===== src/rtl/addr1_queue_ctrl.sv =====
// Ordered FIFO controller over an external addr1_0_ext 1R1W SRAM macro.
// A 2-entry prefetch buffer absorbs the macro's one-cycle read latency.
module addr1_queue_ctrl #(
    parameter int DEPTH = 8,
    parameter int WIDTH = 11,
    parameter int AW    = 3
) (
    input  logic             clock,
    input  logic             reset,
    input  logic             io_enq_valid,
    output logic             io_enq_ready,
    input  logic [WIDTH-1:0] io_enq_bits,
    output logic             io_deq_valid,
    input  logic             io_deq_ready,
    output logic [WIDTH-1:0] io_deq_bits,
    output logic [3:0]       io_count,
    output logic             mem_W0_en,
    output logic [AW-1:0]    mem_W0_addr,
    output logic [WIDTH-1:0] mem_W0_data,
    output logic             mem_R0_en,
    output logic [AW-1:0]    mem_R0_addr,
    input  logic [WIDTH-1:0] mem_R0_data
);

    localparam logic [AW:0] DEPTH_C = (AW+1)'(DEPTH);

    logic [AW-1:0]    wr_ptr_r;
    logic [AW-1:0]    rd_ptr_r;
    logic [AW:0]      ram_count_r;
    logic             rd_inflight_r;
    logic [WIDTH-1:0] pf_mem_r [2];
    logic             pf_head_r;
    logic [1:0]       pf_count_r;

    logic             enq_fire_s;
    logic             deq_fire_s;
    logic             bypass_s;
    logic             ram_wr_s;
    logic             rd_issue_s;
    logic             pf_push_s;
    logic             pf_tail_s;
    logic [WIDTH-1:0] pf_push_data_s;
    logic [2:0]       credit_s;

    // Handshakes, bypass/RAM steering, read-credit and all port outputs.
    always_comb begin
        io_enq_ready   = 1'b0;
        io_deq_valid   = 1'b0;
        io_count       = 4'd0;
        enq_fire_s     = 1'b0;
        deq_fire_s     = 1'b0;
        bypass_s       = 1'b0;
        ram_wr_s       = 1'b0;
        rd_issue_s     = 1'b0;
        credit_s       = {1'b0, pf_count_r} + {2'b00, rd_inflight_r};
        pf_tail_s      = pf_head_r ^ pf_count_r[0];
        io_deq_bits    = pf_mem_r[pf_head_r];
        if (reset) begin
            io_enq_ready = 1'b0;
        end else begin
            io_enq_ready = (ram_count_r < DEPTH_C);
            io_deq_valid = (pf_count_r != 2'd0);
            io_count     = 4'(ram_count_r) + 4'(rd_inflight_r) + 4'(pf_count_r);
            enq_fire_s   = io_enq_valid & io_enq_ready;
            deq_fire_s   = io_deq_valid & io_deq_ready;
            // Bypass only when nothing older sits in RAM or in flight.
            bypass_s     = enq_fire_s & (ram_count_r == '0) & ~rd_inflight_r & (pf_count_r < 2'd2);
            ram_wr_s     = enq_fire_s & ~bypass_s;
            credit_s     = credit_s - {2'b00, deq_fire_s};
            rd_issue_s   = (ram_count_r != '0) & (credit_s < 3'd2);
        end
        pf_push_s      = bypass_s | rd_inflight_r;
        if (rd_inflight_r) begin
            pf_push_data_s = mem_R0_data;
        end else begin
            pf_push_data_s = io_enq_bits;
        end
        mem_W0_en      = ram_wr_s;
        mem_W0_addr    = wr_ptr_r;
        mem_W0_data    = io_enq_bits;
        mem_R0_en      = rd_issue_s;
        mem_R0_addr    = rd_ptr_r;
    end

    // Pointers, occupancy counters and prefetch buffer storage.
    always_ff @(posedge clock) begin
        if (reset) begin
            wr_ptr_r      <= '0;
            rd_ptr_r      <= '0;
            ram_count_r   <= '0;
            rd_inflight_r <= 1'b0;
            pf_mem_r[0]   <= '0;
            pf_mem_r[1]   <= '0;
            pf_head_r     <= 1'b0;
            pf_count_r    <= 2'd0;
        end else begin
            if (ram_wr_s) begin
                wr_ptr_r <= wr_ptr_r + 1'b1;
            end
            if (rd_issue_s) begin
                rd_ptr_r <= rd_ptr_r + 1'b1;
            end
            case ({ram_wr_s, rd_issue_s})
                2'b10:   ram_count_r <= ram_count_r + 1'b1;
                2'b01:   ram_count_r <= ram_count_r - 1'b1;
                default: ram_count_r <= ram_count_r;
            endcase
            rd_inflight_r <= rd_issue_s;
            // The credit rule leaves at most one entry here whenever a push lands.
            if (pf_push_s) begin
                pf_mem_r[pf_tail_s] <= pf_push_data_s;
            end
            if (deq_fire_s) begin
                pf_head_r <= ~pf_head_r;
            end
            case ({pf_push_s, deq_fire_s})
                2'b10:   pf_count_r <= pf_count_r + 2'd1;
                2'b01:   pf_count_r <= pf_count_r - 2'd1;
                default: pf_count_r <= pf_count_r;
            endcase
        end
    end

endmodule


===== config.mk =====
export PLATFORM = sky130hd
export DESIGN_NAME = addr1_queue_ctrl
export DESIGN_NICKNAME = d
export VERILOG_FILES = /design/src/rtl/addr1_queue_ctrl.sv
export SDC_FILE = /design/constraint.sdc
export NUM_CORES = 1
export LEC_CHECK = 0
export ABC_AREA = 1
export BUFFER_PORTS_ARGS = -buffer_cell sky130_fd_sc_hd__buf_2
export CAP_MARGIN = 20
export CELL_PAD_IN_SITES_DETAIL_PLACEMENT = 1
export CELL_PAD_IN_SITES_GLOBAL_PLACEMENT = 2
export CORE_MARGIN = 3
export CORE_UTILIZATION = 31
export DETAILED_ROUTE_END_ITERATION = 12
export GPL_TIMING_DRIVEN = 0
export PLACE_DENSITY = 0.9
export SLEW_MARGIN = 20
export SYNTH_ARGS = -nofsm -noshare
export SYNTH_HDL_FRONTEND = slang
export SYNTH_SLANG_ARGS = --single-unit

===== constraint.sdc =====
create_clock -name clock -period 3.8 [get_ports clock]
set_clock_uncertainty 0.1 [all_clocks]
set_input_delay 0.19 -clock clock [delete_from_list [all_inputs] [get_ports clock]]
set_output_delay 0.19 -clock clock [all_outputs]
set_load 0.03 [all_outputs]

======== Word-level counts from Yosys, hierarchy flattened ========
Memories as Yosys holds them, arrays and structs flattened. A register that Yosys moved wholly into a read port is not among the register bits.
Cells that the tools add are included.
storage, ports and cells
  flip-flop bits (word level) ............. 14
  RAM bits ................................ 22
  input port bits ......................... 26
  output and inout port bits .............. 36
  word-level logic and storage cells ...... 62
  memories kept ........................... 1
cells by class
  add/sub/neg operators ................... 10
  order comparisons ....................... 3
  equality and inequality tests ........... 4
  muxes and demuxes ....................... 20
  bitwise gates (word level) .............. 12
  reductions and logical operators ........ 6
memory list
  name      words  width  rd ports  clocked after Yosys merged registers in  write ports  line  RTL
  pf_mem_r  2      11     1         1                                        2            31    logic [WIDTH-1:0] pf_mem_r [2];
operators by type and width
  operator               count
  $mux W11               2
  $mux W1                15
  $reduce_or A11 Y1      1
  $pmux W4 S2            1
  $and A1 B1 Y1          7
  $add A3 B1 Y3 const B  2
  $reduce_bool A2 Y1     3
  $add A4 B1 Y4          1
  $add A4 B1 Y4 const B  1
  $add A4 B2 Y4          1
  $eq A2 B1 Y1 const B   2
  $eq A2 B2 Y1 const B   2
  $logic_not A4 Y1       1
  $lt A4 B4 Y1 const B   1
  $mux W4                1
  $pmux W2 S2            1
  $reduce_bool A4 Y1     1
  $sub A4 B1 Y4 const B  1
  $add A2 B1 Y3          1
  $lt A3 B2 Y1 const B   1
  $not A1 Y1             3
  $sub A3 B1 Y3          1
  $add A2 B1 Y2 const B  1
  $lt A2 B2 Y1 const B   1
  other kinds (3)        3

======== Longest topological paths before layout ========
  depth after elaboration ................. 12
  depth in mapped cells ................... 18
  mapped depth without buffers ............ 18

======== Worst setup path after synthesis ========
OpenSTA, ideal clock, no wires.
  path kind ............................... reg-to-reg
  from .................................... register pf_count_r[0]
  to ...................................... register ram_count_r[2]
  library setup time ...................... 0.115 ns
  arrival time ............................ 3.415 ns
  data required time ...................... 3.585 ns
  path slack .............................. 0.170 ns
  stages on the path, launching flop included .. 16
  path buffers ............................ 0
  period minus slack after synthesis ...... 3.630 ns
  cell sequence ........................... dfxtp_1 > o21ai_0 > inv_1 > ha_1 > or2_2 > fa_1 > nand2_1 > a21oi_1 > nand3_1 > inv_1 > ha_1 > inv_1 > fa_1 > xnor2_1 > o21ai_0 > inv_1
between the ends
  cells in the longest elaborated chain, start to end .. 8
  elaborated cells on any way between the ends .. 16
  classes of those cells .................. 2 x add/sub; 2 x order compare; 2 x eq/ne; 3 x mux; 5 x bitwise; 2 x reduce/logical
ends and longest elaborated chain
  element                                                   line  RTL
  start, declared                                           33    logic [1:0] pf_count_r;
  start signal, assigned                                    117   2'b10: pf_count_r <= pf_count_r + 2'd1;
  start signal, assigned                                    118   2'b01: pf_count_r <= pf_count_r - 2'd1;
  start signal, assigned                                    119   default: pf_count_r <= pf_count_r;
  branches (longest 2 deep; another with $add A2 B1 Y3)     --
  $sub A3 B1 Y3 *                                           69    credit_s = credit_s - {2'b00, deq_fire_s};
  $lt A3 B2 Y1 *                                            70    rd_issue_s = (ram_count_r != '0) & (credit_s < 3'd2);
  $and A1 B1 Y1 *                                           70
  $mux W1 *                                                 58    if (reset) begin
  via mem_R0_en                                             20    output logic mem_R0_en,
  $eq A2 B1 Y1 / $eq A2 B2 Y1 (equally long branches)       103   case ({ram_wr_s, rd_issue_s})
  $pmux W4 S2 / $reduce_bool A2 Y1 (equally long branches)  --
  end signal, assigned                                      104   2'b10: ram_count_r <= ram_count_r + 1'b1;
  end signal, assigned                                      105   2'b01: ram_count_r <= ram_count_r - 1'b1;
  end signal, assigned                                      106   default: ram_count_r <= ram_count_r;
  end, declared                                             29    logic [AW:0] ram_count_r;
Mark *: on every way through the listed nets, which the timed path passes.
A chain may end at the register's enable or synchronous reset.

======== Final worst setup path ========
  from .................................... register pf_count_r[0]
  to ...................................... register ram_count_r[2]
between the ends
  cells in the longest elaborated chain, start to end .. 8
  elaborated cells on any way between the ends .. 16
  classes of those cells .................. 2 x add/sub; 2 x order compare; 2 x eq/ne; 3 x mux; 5 x bitwise; 2 x reduce/logical
ends and longest elaborated chain
  element
  branches (longest 8 deep; another with $add A2 B1 Y3)
Parallel ways; which one is timed is not known.

==> flow_summary.yaml <==
synth:
  synth_area_leaders: "edfxtp_1, dfxtp_1, mux2_2"
  synth_ff_type: "edfxtp_1"
  synth-edff-count: 22
  synth-seq-area-share: 0.441
  yosysWarnings: 0
  synth-seq-cells: 37
  syn_nets: 264
  synthArstFlopShare: 0
  synth_largest_area_cell: "edfxtp_1"
  syn_area_mm2: 0.00218
  synth_cell_type_count: 28
  synth_top_area_frac: 0.303
  syn_area_per_cell_um2: 9.65
  yosysMostFrequentCell: "nor2_1"
  synth_common_cells: "nor2_1, nand2_1, edfxtp_1"
  synth_cells: 226
clocking:
  cts_inserted_buffers: 5
  cts_htree_levels: 2
  cts_tree: "built"
  clock_latency_ns: 0.29
  clock_sinks: 37
  cts.path.max_buffers: 2
  root_buffer: "clkbuf_8"
  postCtsHoldBufs: 0
  clk_pin_slew_ns: 0.08
global_route:
  grt_pass1_wl_um: 8750
  grt.overflow.total: 0
  antenna_found_initial: 0
  grt_max_degree: 13
  grt_pass1_vias: 1830
  grt_usage: 0.134
drt:
  drt_iter0_drc: 39
  num_vias: 1703
  routedWlPerCell_um: 13.4
  remaining_drc_errors: 0
  vias_per_cell: 4.38
  routed_wl_um: 5200
  ant_nets: 0
  dr.pass1.iters: 4
finish:
  layout-drive-gt1-share: 0.429
  syn2layout_area_growth_pct: 26.8
  num_antenna_cells: 0
  post-route-util: 0.421
  nets: 333
floorplan:
  core_area_mm2: 0.00657
  die_area_mm2: 0.00808
  dieHeight_um: 89.9
  initial_core_util: 0.332
  row_count: 29
  fp.dieW_um: 89.9
  io_pins: 62
setup_path:
  crit_path_end_kind: "register"
  critPathArrivalTime_ns: 3.58
  crit_top_cell: "inv_1"
  crit_path_max_fanout: 7
  critPathKind: "register to register"
  crit_path_start_kind: "register"
  cp_slowest_cell: "fa_1"
  cpPeakStageDelay_ns: 0.49
  crit_required_ns: 3.89
  crit_chain: "o21ai_2 > inv_1 > ha_1 > or2_2 > fa_1 > nand2_1 > a21oi_1 > nand3_2 > inv_1 > ha_4 > inv_1 > fa_1 > xnor2_1 > o21ai_0 > inv_1"
placement:
  finalWeightedCongestion: 0.777
  place.port_buffers: 61
  dp_hpwl_um: 4090
  post-place-ws_ns: -0.0674
job:
  cap_violations: 0
power:
  peakVddDrop_mv: 0.355
  p_per_area_mw_per_mm2: 782
  leakage_uw: 0.00131
  total_power_uw: 2160
sta:
  setup_violations: 0
  rsz0062_at_grt: "false"
  hold_viol: 0
  timing.hold.ws_ns: 0.156
  fin_crit_sh: 0.918
  drv_slew: 0
  layout_setup_ws_ns: 0.311
  post-route-min-period_ns: 3.49
  slew-limit-headroom: 0.647
  tightest_slew_ns: 0.529
  max_freq_ghz: 0.287
min_path:
  min_path_type: "input pin to register"
status:
  status: "completed"
metal layers:
layer	GRT usage	routed length (um)	vias to the layer above
met2	0.230	2670	35
met1	0.166	2240	802
met3	0.0309	219	5
met5	0	0	-
met4	0.0421	72	0
li1	-	-	861
worst max-delay path: cells and delay by family, from the launching register on:
family / cells / cell delay (ns)
xor+xnor: 1 / 0.13
simple gates: 3 / 0.52
fa+ha+maj: 4 / 1.31
compound gates: 3 / 0.56
buf+inv: 4 / 0.37
flops: 1 / 0.41
state kept, by name (all words and copies together), names as in the netlist, named ones only:
| name | cells |
|---|---|
| pf_count_r | 2 |
| mem_W0_addr | 3 |
| ram_count_r | 4 |
| mem_R0_addr | 3 |
| rd_inflight_r | 1 |
| pf_head_r | 1 |
| pf_mem_r | 22 |
cells by family after synthesis:
family          Yosys count  synth area share
simple gates             81             0.170
buf+inv                  44             0.112
flops                    37             0.441
xor+xnor                  7            0.0281
compound gates           23            0.0585
fa+ha+maj                12            0.0826
mux                      22             0.107
through the flow:
step                      area, um2  std cells  TNS (ns)
after floorplan                2180        226         0
after global placement         2600        380         0
after detailed placement       2600        380    -0.114
after CTS                      2740        388         0
after global routing           2770        389         0
final                          2770        389         0
report_power, final:
group,switching (uW),internal (uW),total [uW]
clock,143,261,404
sequential,78.3,560,638
combinational,713,406,1120
total,935,1230,2160
layout make-up:
class,instances,area (um2)
plain buffers,19,145
fillers,795,3800
flip-flops and latches,37,961
clock inverters,3,65.1
multi-input cells,145,996
well taps,93,116
inverters,25,100
repair buffers,62,313
clock buffers,5,68.8
worst paths after layout:
check	start	endpoint	slack, ns	cells after the start
setup reg to reg	pf_count_r[0]	ram_count_r[2]	0.31	15
setup / recovery	pf_count_r[0]	ram_count_r[2]	0.31	15
hold / removal	reset	ram_count_r[2]	0.16	4
hold reg to reg	mem_W0_addr[0]	mem_W0_addr[0]	0.39	2
layout by cell type, fill, tap and decap left out, types with 2 or more instances in the layout:
master and instances:
buf_2 63, nor2_1 27, nand2_1 25, edfxtp_1 22, inv_1 20, dfxtp_1 15
nor2_2 12, a21oi_1 12, buf_4 12, mux2_2 11, mux2i_1 11, o21ai_0 8
nand3_1 7, ha_1 7, nand2_2 5, clkbuf_8 5, buf_6 4, xor2_1 4
fa_1 4, inv_2 3, xnor2_1 3, clkbuf_1 2, clkinv_2 2, or2_2 2
bufinv_16 2
timing repair:
item | in CTS | in global routing
buffers inserted | 0 | 1
endpoints found under the hold margin | 0 | 0
setup endpoints to repair | 2 | 3
pin swaps | 0 | 1
gates resized for setup | 1 | 4
Power figures use the tool's default switching activity.
